File: config.mk
export PLATFORM = sky130hd
export DESIGN_NAME = bram2axi
export DESIGN_NICKNAME = d
export VERILOG_FILES = /design/src/rtl/fb_pkg.sv /design/src/rtl/pix_skid_fifo.sv /design/src/rtl/bram2axi.sv
export SDC_FILE = /design/constraint.sdc
export NUM_CORES = 1
export LEC_CHECK = 0
export ABC_AREA = 0
export CAP_MARGIN = 25
export CORE_AREA = 2 2 81 90
export DETAILED_ROUTE_END_ITERATION = 8
export DIE_AREA = 0 0 83 92
export GPL_TIMING_DRIVEN = 0
export MAX_ROUTING_LAYER = met4
export PLACE_DENSITY = 0.78
export SKIP_CTS_REPAIR_TIMING = 1
export SLEW_MARGIN = 30
export SYNTH_ARGS = -nofsm -noshare
export SYNTH_HDL_FRONTEND = slang
export SYNTH_SLANG_ARGS = --single-unit
File: constraint.sdc
create_clock -name clk -period 2.31 [get_ports clk]
set_input_delay 0.5775 -clock clk [delete_from_list [all_inputs] [get_ports clk]]
set_output_delay 0.5775 -clock clk [all_outputs]
set_load 0.01 [all_outputs]
File: src/rtl/fb_pkg.sv
// Shared framebuffer constants and FSM state encoding for the BRAM-to-AXI-Stream readout.
package fb_pkg;

   localparam int unsigned H_ACTIVE_DEF = 640;
   localparam int unsigned V_ACTIVE_DEF = 480;
   localparam int unsigned IDX_W        = 19;
   localparam int unsigned PIX_W        = 15;
   localparam int unsigned FRAME_PIXELS = H_ACTIVE_DEF * V_ACTIVE_DEF;

   typedef logic [1:0] state_t;

   localparam state_t ST_IDLE  = 2'd0;
   localparam state_t ST_RUN   = 2'd1;
   localparam state_t ST_DRAIN = 2'd2;

endpackage

File: src/rtl/pix_skid_fifo.sv
// Two-entry pixel buffer between the framebuffer read port and the byte serialiser.
module pix_skid_fifo
   import fb_pkg::*;
(
   input  logic             clk,
   input  logic             rst,
   input  logic             push,
   input  logic [PIX_W-1:0] push_data,
   input  logic             pop,
   output logic [PIX_W-1:0] pop_data,
   output logic             full,
   output logic             empty
);

   logic [PIX_W-1:0] mem_q [2];
   logic [PIX_W-1:0] mem_d [2];
   logic             wr_q, wr_d;
   logic             rd_q, rd_d;
   logic [1:0]       cnt_q, cnt_d;
   logic             push_ok, pop_ok;

   always_comb begin
      full     = (cnt_q == 2'd2);
      empty    = (cnt_q == 2'd0);
      pop_data = mem_q[rd_q];
      push_ok  = push && !full;
      pop_ok   = pop && !empty;
      mem_d    = mem_q;
      wr_d     = wr_q;
      rd_d     = rd_q;
      if (push_ok) begin
         mem_d[wr_q] = push_data;
         wr_d        = ~wr_q;
      end
      if (pop_ok) begin
         rd_d = ~rd_q;
      end
      cnt_d = cnt_q + {1'b0, push_ok} - {1'b0, pop_ok};
   end

   always_ff @(posedge clk) begin
      if (rst) begin
         mem_q[0] <= '0;
         mem_q[1] <= '0;
         wr_q     <= 1'b0;
         rd_q     <= 1'b0;
         cnt_q    <= '0;
      end else begin
         mem_q <= mem_d;
         wr_q  <= wr_d;
         rd_q  <= rd_d;
         cnt_q <= cnt_d;
      end
   end

endmodule

File: src/rtl/bram2axi.sv
// Streams one framebuffer frame out as AXI-Stream bytes, two bytes per 15-bit pixel.
// Optional start-of-frame m_tuser port enabled by defining BRAM2AXI_TUSER_SOF_EN.
module bram2axi
   import fb_pkg::*;
#(
   parameter int unsigned H_ACTIVE = H_ACTIVE_DEF,
   parameter int unsigned V_ACTIVE = V_ACTIVE_DEF
) (
   input  logic             clk,
   input  logic             RESET,
   input  logic             start,
   output logic             busy,
   output logic             done,
   output logic             rd_en,
   output logic [IDX_W-1:0] rd_index,
   input  logic [PIX_W-1:0] rd_data,
   output logic [7:0]       m_tdata,
   output logic             m_tvalid,
   input  logic             m_tready,
   output logic             m_tlast
`ifdef BRAM2AXI_TUSER_SOF_EN
   ,
   output logic             m_tuser
`endif
);

   localparam logic [IDX_W-1:0] LAST_IDX = IDX_W'(H_ACTIVE * V_ACTIVE - 1);

   state_t           state_q, state_d;
   logic [IDX_W-1:0] rd_idx_q, rd_idx_d;
   logic [IDX_W-1:0] pix_out_q, pix_out_d;
   logic             rd_vld_q, rd_vld_d;
   logic             phase_q, phase_d;
   logic             done_q, done_d;

   logic [PIX_W-1:0] head;
   logic             fifo_full, fifo_empty;
   logic [1:0]       held;
   logic             rd_fire, hs, pop, last_byte;

   pix_skid_fifo u_fifo (
      .clk       (clk),
      .rst       (RESET),
      .push      (rd_vld_q),
      .push_data (rd_data),
      .pop       (pop),
      .pop_data  (head),
      .full      (fifo_full),
      .empty     (fifo_empty)
   );

   always_comb begin
      // Count reads still in flight so the buffer can never be asked to hold a third pixel.
      held      = fifo_full ? 2'd2 : (fifo_empty ? 2'd0 : 2'd1);
      rd_fire   = (state_q == ST_RUN) && ((held + {1'b0, rd_vld_q}) < 2'd2);
      hs        = !fifo_empty && m_tready;
      last_byte = phase_q && (pix_out_q == LAST_IDX);
      pop       = hs && phase_q;

      state_d   = state_q;
      rd_idx_d  = rd_idx_q;
      pix_out_d = pix_out_q;
      rd_vld_d  = rd_fire;
      phase_d   = hs ? ~phase_q : phase_q;
      done_d    = 1'b0;

      case (state_q)
         ST_IDLE: begin
            if (start) begin
               state_d  = ST_RUN;
               rd_idx_d = '0;
            end
         end
         ST_RUN: begin
            if (rd_fire && (rd_idx_q == LAST_IDX)) begin
               state_d = ST_DRAIN;
            end
         end
         ST_DRAIN: begin
            if (hs && last_byte) begin
               state_d = ST_IDLE;
               done_d  = 1'b1;
            end
         end
         default: state_d = ST_IDLE;
      endcase

      if (rd_fire) begin
         rd_idx_d = (rd_idx_q == LAST_IDX) ? '0 : rd_idx_q + IDX_W'(1);
      end
      if (pop) begin
         pix_out_d = last_byte ? '0 : pix_out_q + IDX_W'(1);
      end
   end

   always_ff @(posedge clk) begin
      if (RESET) begin
         state_q   <= ST_IDLE;
         rd_idx_q  <= '0;
         pix_out_q <= '0;
         rd_vld_q  <= 1'b0;
         phase_q   <= 1'b0;
         done_q    <= 1'b0;
      end else begin
         state_q   <= state_d;
         rd_idx_q  <= rd_idx_d;
         pix_out_q <= pix_out_d;
         rd_vld_q  <= rd_vld_d;
         phase_q   <= phase_d;
         done_q    <= done_d;
      end
   end

   // Outputs are gated by RESET so they read zero during the reset cycle itself.
   always_comb begin
      busy     = (state_q != ST_IDLE) && !RESET;
      done     = done_q && !RESET;
      rd_en    = rd_fire && !RESET;
      rd_index = rd_idx_q;
      m_tvalid = !fifo_empty && !RESET;
      m_tlast  = m_tvalid && last_byte;
      if (!m_tvalid) begin
         m_tdata = '0;
      end else if (phase_q) begin
         m_tdata = head[7:0];
      end else begin
         m_tdata = {1'b0, head[14:10], head[9:8]};
      end
`ifdef BRAM2AXI_TUSER_SOF_EN
      m_tuser  = m_tvalid && !phase_q && (pix_out_q == '0);
`endif
   end

endmodule

==> impl_results.md, run 1 <==
* Critical path type: reg2out
* Hold path startpoint: u_fifo.mem_q[2]
* FF-to-FF End: rd_index[2]
* Row Count at 32
* Total core area at 6850 sq um
* Via density at 5.53
* Slew @ Worst Pin at 0.608 ns
* CTS max path bufs at 2
* Synth Flop Type: dfxtp_1
* Yosys reg bits at 77
* Clock latency on the worst-skew pair at 0.34 ns
* Mapped cell area at 3550 sq um
* GRT overflow at 0
* CTS sink cnt at 77
* Critical R2R Launch: rd_index[0]
* CTS H-tree lvls at 3
* Compound-Gate Fraction of Synth Area at 12.3%
* Die area at 7640 sq um
* Initial antenna violation count at 0
* RSZ-0062 raised after global routing: true
* Starting Density at 51.8%
* Synth Area in Simple Gates at 27.8%
* First-pass GRT wire length at 13.8 mm
* Hold WS at 0.456 ns
* Max VDD drop at 431 uV
* Final setup fails at 1
* Hold WC Path Type: reg2reg
* Largest family of logic cells by synthesized area: simple AND/OR/NAND/NOR gates
* Final clock period utilization by the worst path at 101%
* Leak at 0.00173 uW
* Pwr/cell area at 572 nW/um^2
* Number of diodes at 0
* Wirelength, routed at 8.52 mm
* CTS tree: yes
* Placed Instance Area at 4150 sq um
* Core Util, Final at 66.0%
* Startpoint types: flop
* Area growth from synthesis to layout at 27.3%
* Synth warnings at 0
* DR iter-0 viols at 211
* Syn_area_per_cell at 8.25 sq um
* Aggregate global-route resource usage at 22.9%
* Minimum clock period at 2.33 ns
* Clock transition at path regs at 0.08 ns
* Post-synthesis mux area share at 6.42%
* Residual DRC count at 0
* Post-synthesis adder-cell area fraction at 1.41%
* Max-Cap Viols at 0
* Pin count of the biggest net entering global routing at 13
* Clock Tree Root: clkbuf_8
* Worst r2r path cells at 7
* DRT Pass-1 Iters at 4
* Io pins at 51
* Clock Skew at 0.00684 ns
* Final Cell Area at 4520 sq um
* Cell variety after synth at 47
* XOR/XNOR share of the synthesized area at 5.19%
* Die X-Extent at 83 microns
* Synthesized instance count at 430
* F_max at 430 MHz
* Worst Slack Setup Final at -0.0166 ns
* Layout cell share with drive strength beyond 1 at 11.7%
* WHS Endpoint: u_fifo.mem_q[2]
* Headroom to the max-slew limit at 59.5%
* DR vias at 3,258
* Outcome: finished, violations left
* Final nets at 522
* Asr flop ratio synth at 0%
* Post-synth EDFFs at 0
* Final ANT Viol Nets at 0
* Routed len/inst at 14.5 microns
* Fin. max-slew vios at 0
* Placer Congestion at 0.836
* TritonCTS buffer count at 9
* Critical path fanouts, max at 6
* Syn nets at 453
* Endpoints failing hold at 0
* Worst Hold Path Cells at 2
* Failing checks: setup timing
* DP Wirelength at 5.78 mm
* Number of global-route vias before repair at 3,092
* DIE HEIGHT at 92 microns
* Worst Setup End Kind: output pin
* Arrival @ worst endpoint at 1.75 ns
* FF-to-FF setup slack at 0.22 ns
* Sequential fraction of the synthesis area at 43.5%
* Port Buf Inserts at 50
* Worst Path Required at 1.73 ns
worst max-delay path by stage:
stage          cells after the start    endpoint        start  slack [ns]
6_report                           6     m_tlast      phase_q       -0.02
5_1_grt                            6     m_tlast      phase_q       -0.19
4_1_cts                            4  m_tdata[6]  u_fifo.rd_q       -0.82
3_5_place_dp                       5        busy        RESET       -0.79
3_3_place_gp                       5        busy        RESET       -0.79
2_1_floorplan                      3  m_tdata[0]  u_fifo.rd_q        0.28
logic make-up after synthesis:
kind of cell | Yosys count
DFF | 77
xor gates and xnor gates | 21
AOI/OAI and AO/OA | 75
muxes | 14
buffers and inverters | 30
and+or+nand+nor | 209
adders and majority gates | 4
cell usage in the layout, fill, tap and decap left out, types with 7 or more instances in the layout:
cell type	Yosys	routed
nand2_1	93	93
dfxtp_1	77	74
a21oi_1	42	42
clkdlybuf4s50_1	0	38
nor2_1	39	37
nand3_1	21	20
xor2_1	15	15
inv_1	12	12
o21ai_0	12	12
buf_4	1	11
nand4_1	11	11
clkbuf_1	15	11
nor2b_1	10	10
clkbuf_8	0	10
dlymetal6s2s_1	0	10
mux4_2	7	7
synth_stat cells, types with 3 or more instances:
master    instances  share of area (%)
a31oi_1           3               0.53
nor3_1            6               0.85
nor4_1            6                1.1
mux4_2            7                4.4
xnor2_1           6                1.5
dfxtp_1          77                 43
mux2i_1           7                2.0
a21oi_1          42                5.9
nand3_1          21                3.0
o21ai_0          12                1.7
o31ai_1           4               0.85
nand4_1          11                1.9
inv_1            12                1.3
or3_1             3               0.53
nand2_1          93                9.8
nor2b_1          10                1.8
clkbuf_1         15                1.6
nand2b_1          3               0.53
nor2_1           39                4.1
xor2_1           15                3.7
ha_1              4                1.4
power breakdown:
part           internal (uW)  leakage (uW)  switching [uW]
registers               1350      0.000624            21.8
clock network            522      0.000103             471
logic                    101       0.00101             116
registers in the layout, indices dropped and copies added, names as in the netlist:
name and cells:
phase_q 1, u_fifo.cnt_q 2, u_fifo.mem_q 30, u_fifo.rd_q 1
rd_index 19, u_fifo.wr_q 1, done_q 1, pix_out_q 19
state_q 2, rd_vld_q 1
area by class of cell:
type,count,area (sq um)
repair buffers,59,591
multi-input cells,323,1950
clock buffers,11,141
fillers,546,2330
flip-flops and latches,77,1550
clock inverters,5,50.0
plain buffers,17,88.8
well taps,85,106
inverters,12,45.0
critical path: stages (launching register included):
cell	delay (ns)
dfxtp_1	0.36
buf_6	0.11
nand4b_1	0.15
nor4_4	0.36
nand3_4	0.15
nor2_2	0.11
dlymetal6s2s_1	0.16
per-layer routing:
layer | global-route usage (%) | vias up | routed length (microns) | part of all wire (%)
li1 | - | 1632 | - | -
met1 | 27.8 | 1540 | 3800 | 45
met2 | 37.8 | 76 | 4220 | 50
met3 | 5.22 | 10 | 372 | 4.4
met4 | 7.92 | 0 | 131 | 1.5
met5 | - | - | 0 | 0
metrics by stage:
stage	setup TNS (ns)	setup slack (ns)	cells	total power, uW
global placement	-9.44	-0.792	565	1600
detailed placement	-9.77	-0.792	565	1610
finish	-0.0166	-0.0166	589	2580
global route	-0.195	-0.186	589	2680
CTS	-9.26	-0.816	581	2600
floorplan	0	0.278	430	1520
Note: power is estimated with default switching activity, not from simulation.
==> run 2: changes to the inputs <==
- PLACE_DENSITY: 0.78 -> 0.76
==> impl_results.md, run 2 (synthesized netlist as in run 1, its figures left out) <==
* DR iter-0 viols at 171
* Clock transition at path regs at 0.08 ns
* Layout cell share with drive strength beyond 1 at 12.0%
* F_max at 411 MHz
* Residual DRC count at 0
* GRT overflow at 0
* Final ANT Viol Nets at 0
* CTS max path bufs at 2
* Clock Tree Root: clkbuf_8
* Final Total Pwr at 2520 uW
* Leak at 0.00175 uW
* Number of fill cells at 551
* CTS tree: yes
* Initial antenna violation count at 0
* Final setup fails at 1
* DR vias at 3,268
* RSZ-0062 raised after global routing: true
* Clock latency on the worst-skew pair at 0.35 ns
* Max-Cap Viols at 0
* Crit path from: phase_q
* Fin. max-slew vios at 0
* Worst Path Buf+Inv at 2
* Pwr/cell area at 558 nW/um^2
* Routed len/inst at 14.4 microns
* CP cell instances: buf_6, nand4b_1, nor4_4, nand3_2, nor2_1, dlymetal6s2s_1
* Arrival @ worst endpoint at 1.86 ns
* FF-to-FF setup slack at 0.20 ns
* Worst setup endpoint: m_tlast
* Placer Congestion at 0.875
* Die X-Extent at 83 microns
* CTS H-tree lvls at 3
* Placed insts at 565
* Starting Density at 51.8%
* Number of diodes at 0
* Hold WC Path Type: reg2reg
* Slew @ Worst Pin at 0.568 ns
* DRT Pass-1 Iters at 4
* Aggregate global-route resource usage at 23.0%
* Critical R2R Launch: rd_index[0]
* Final clock period utilization by the worst path at 105%
* Io pins at 51
* Minimum clock period at 2.44 ns
* Port Buf Inserts at 50
* Max VDD drop at 411 uV
* DP Wirelength at 5.80 mm
* Headroom to the max-slew limit at 62.0%
* Pin count of the biggest net entering global routing at 13
* Endpoints failing hold at 0
* Critical path type: reg2out
* Failing checks: setup timing
* Worst Path Required at 1.73 ns
* Most frequent cells in the layout: nand2_1, dfxtp_1, a21oi_1
* Outcome: finished, violations left
* Total core area at 6850 sq um
* WP depth at 6
* Most flop-heavy register: u_fifo.mem_q
* Top Family by Delay on Critical Path: simple AND/OR/NAND/NOR gates
* FF-to-FF End: rd_index[5]
* Hold WS at 0.457 ns
* Worst Setup End Kind: output pin
* Via density at 5.52
* Worst r2r path cells at 7
* Final std cells w/o fill at 592
* TritonCTS buffer count at 9
* Wirelength, routed at 8.51 mm
* Largest register FFs at 30
* Critical path fanouts, max at 10
* Die area at 7640 sq um
* Startpoint types: flop
* Final nets at 525
* Number of global-route vias before repair at 3,061
* CTS sink cnt at 77
* Clock Skew at 0.00758 ns
* CP max stage cell: dfxtp_1
* Worst Slack Setup Final at -0.126 ns
* Row Count at 32
* CP peak stage delay at 0.35 ns
* Area growth from synthesis to layout at 27.5%
* First-pass GRT wire length at 14.0 mm
* Commonest non-fill, non-tap cell in the layout: nand2_1
* DIE HEIGHT at 92 microns
-- run 2: cell count changes in the layout (fill, tap and decap cells not counted), moves of 2 or more --
cell,change
buf_4,+2
clkbuf_4,+2
clkinvlp_4,+2
clkinv_2,-3
-- run 2: metrics by stage --
stage	setup slack, ns	area [sq um]	TNS [ns]	util (%)
after floorplan	0.278	3550	0	-
after global placement	-0.819	4150	-9.76	60.7
after detailed placement	-0.813	4150	-9.89	60.7
after CTS	-0.828	4330	-9.34	63.3
after global routing	-0.264	4520	-0.377	66.0
final	-0.126	4520	-0.126	66.0
-- run 2: per-layer routing --
layer	share of wire (%)	wire, microns	GRT usage [%]
met5	0	0	-
met4	1.4	121	9.29
met1	45	3800	28.6
met2	49	4160	37.7
met3	5.0	424	3.51
-- run 2: cell type report --
type	instances	area, sq um	share of cell area, %
Sequential cell	77	1550	34.3
Multi-Input combinational cell	323	1940	42.8
Tap cell	85	106	2.35
Inverter	12	45.0	0.997
Timing Repair Buffer	62	612	13.5
Clock buffer	13	159	3.52
Clock inverter	3	20.0	0.443
Buffer	17	91.3	2.02
-- run 2: how the worst min path moves through the flow --
stage | from | endpoint | slack (ns) | depth (start not counted)
after floorplan | u_fifo.mem_q[15] | u_fifo.mem_q[15] | 0.43 | 2
after global placement | u_fifo.mem_q[28] | u_fifo.mem_q[28] | 0.44 | 2
after detailed placement | u_fifo.mem_q[21] | u_fifo.mem_q[21] | 0.44 | 2
after CTS | u_fifo.mem_q[21] | u_fifo.mem_q[21] | 0.46 | 2
after global routing | u_fifo.mem_q[16] | u_fifo.mem_q[16] | 0.48 | 2
final | u_fifo.mem_q[20] | u_fifo.mem_q[20] | 0.46 | 2
-- run 2: power breakdown --
part,switching (uW),leakage (uW),internal [uW]
combinational,113,0.00104,98.7
sequential,21.5,0.000624,1350
clock,489,0.0000857,449
total,624,0.00175,1900
-- run 2: worst register-to-register path: stages (launching register included) --
cell and delay, ns:
dfxtp_1 0.46, ha_1 0.25, nand3_1 0.21, nor3_1 0.37, a21oi_1 0.22, buf_2 0.24
a21oi_1 0.17, mux2i_1 0.09
==> run 3: changes to the inputs <==
- SLEW_MARGIN: 30 -> unset
==> results of run 3 <==
Same layout as run 2: the final DEF is identical, and so are final timing and power.
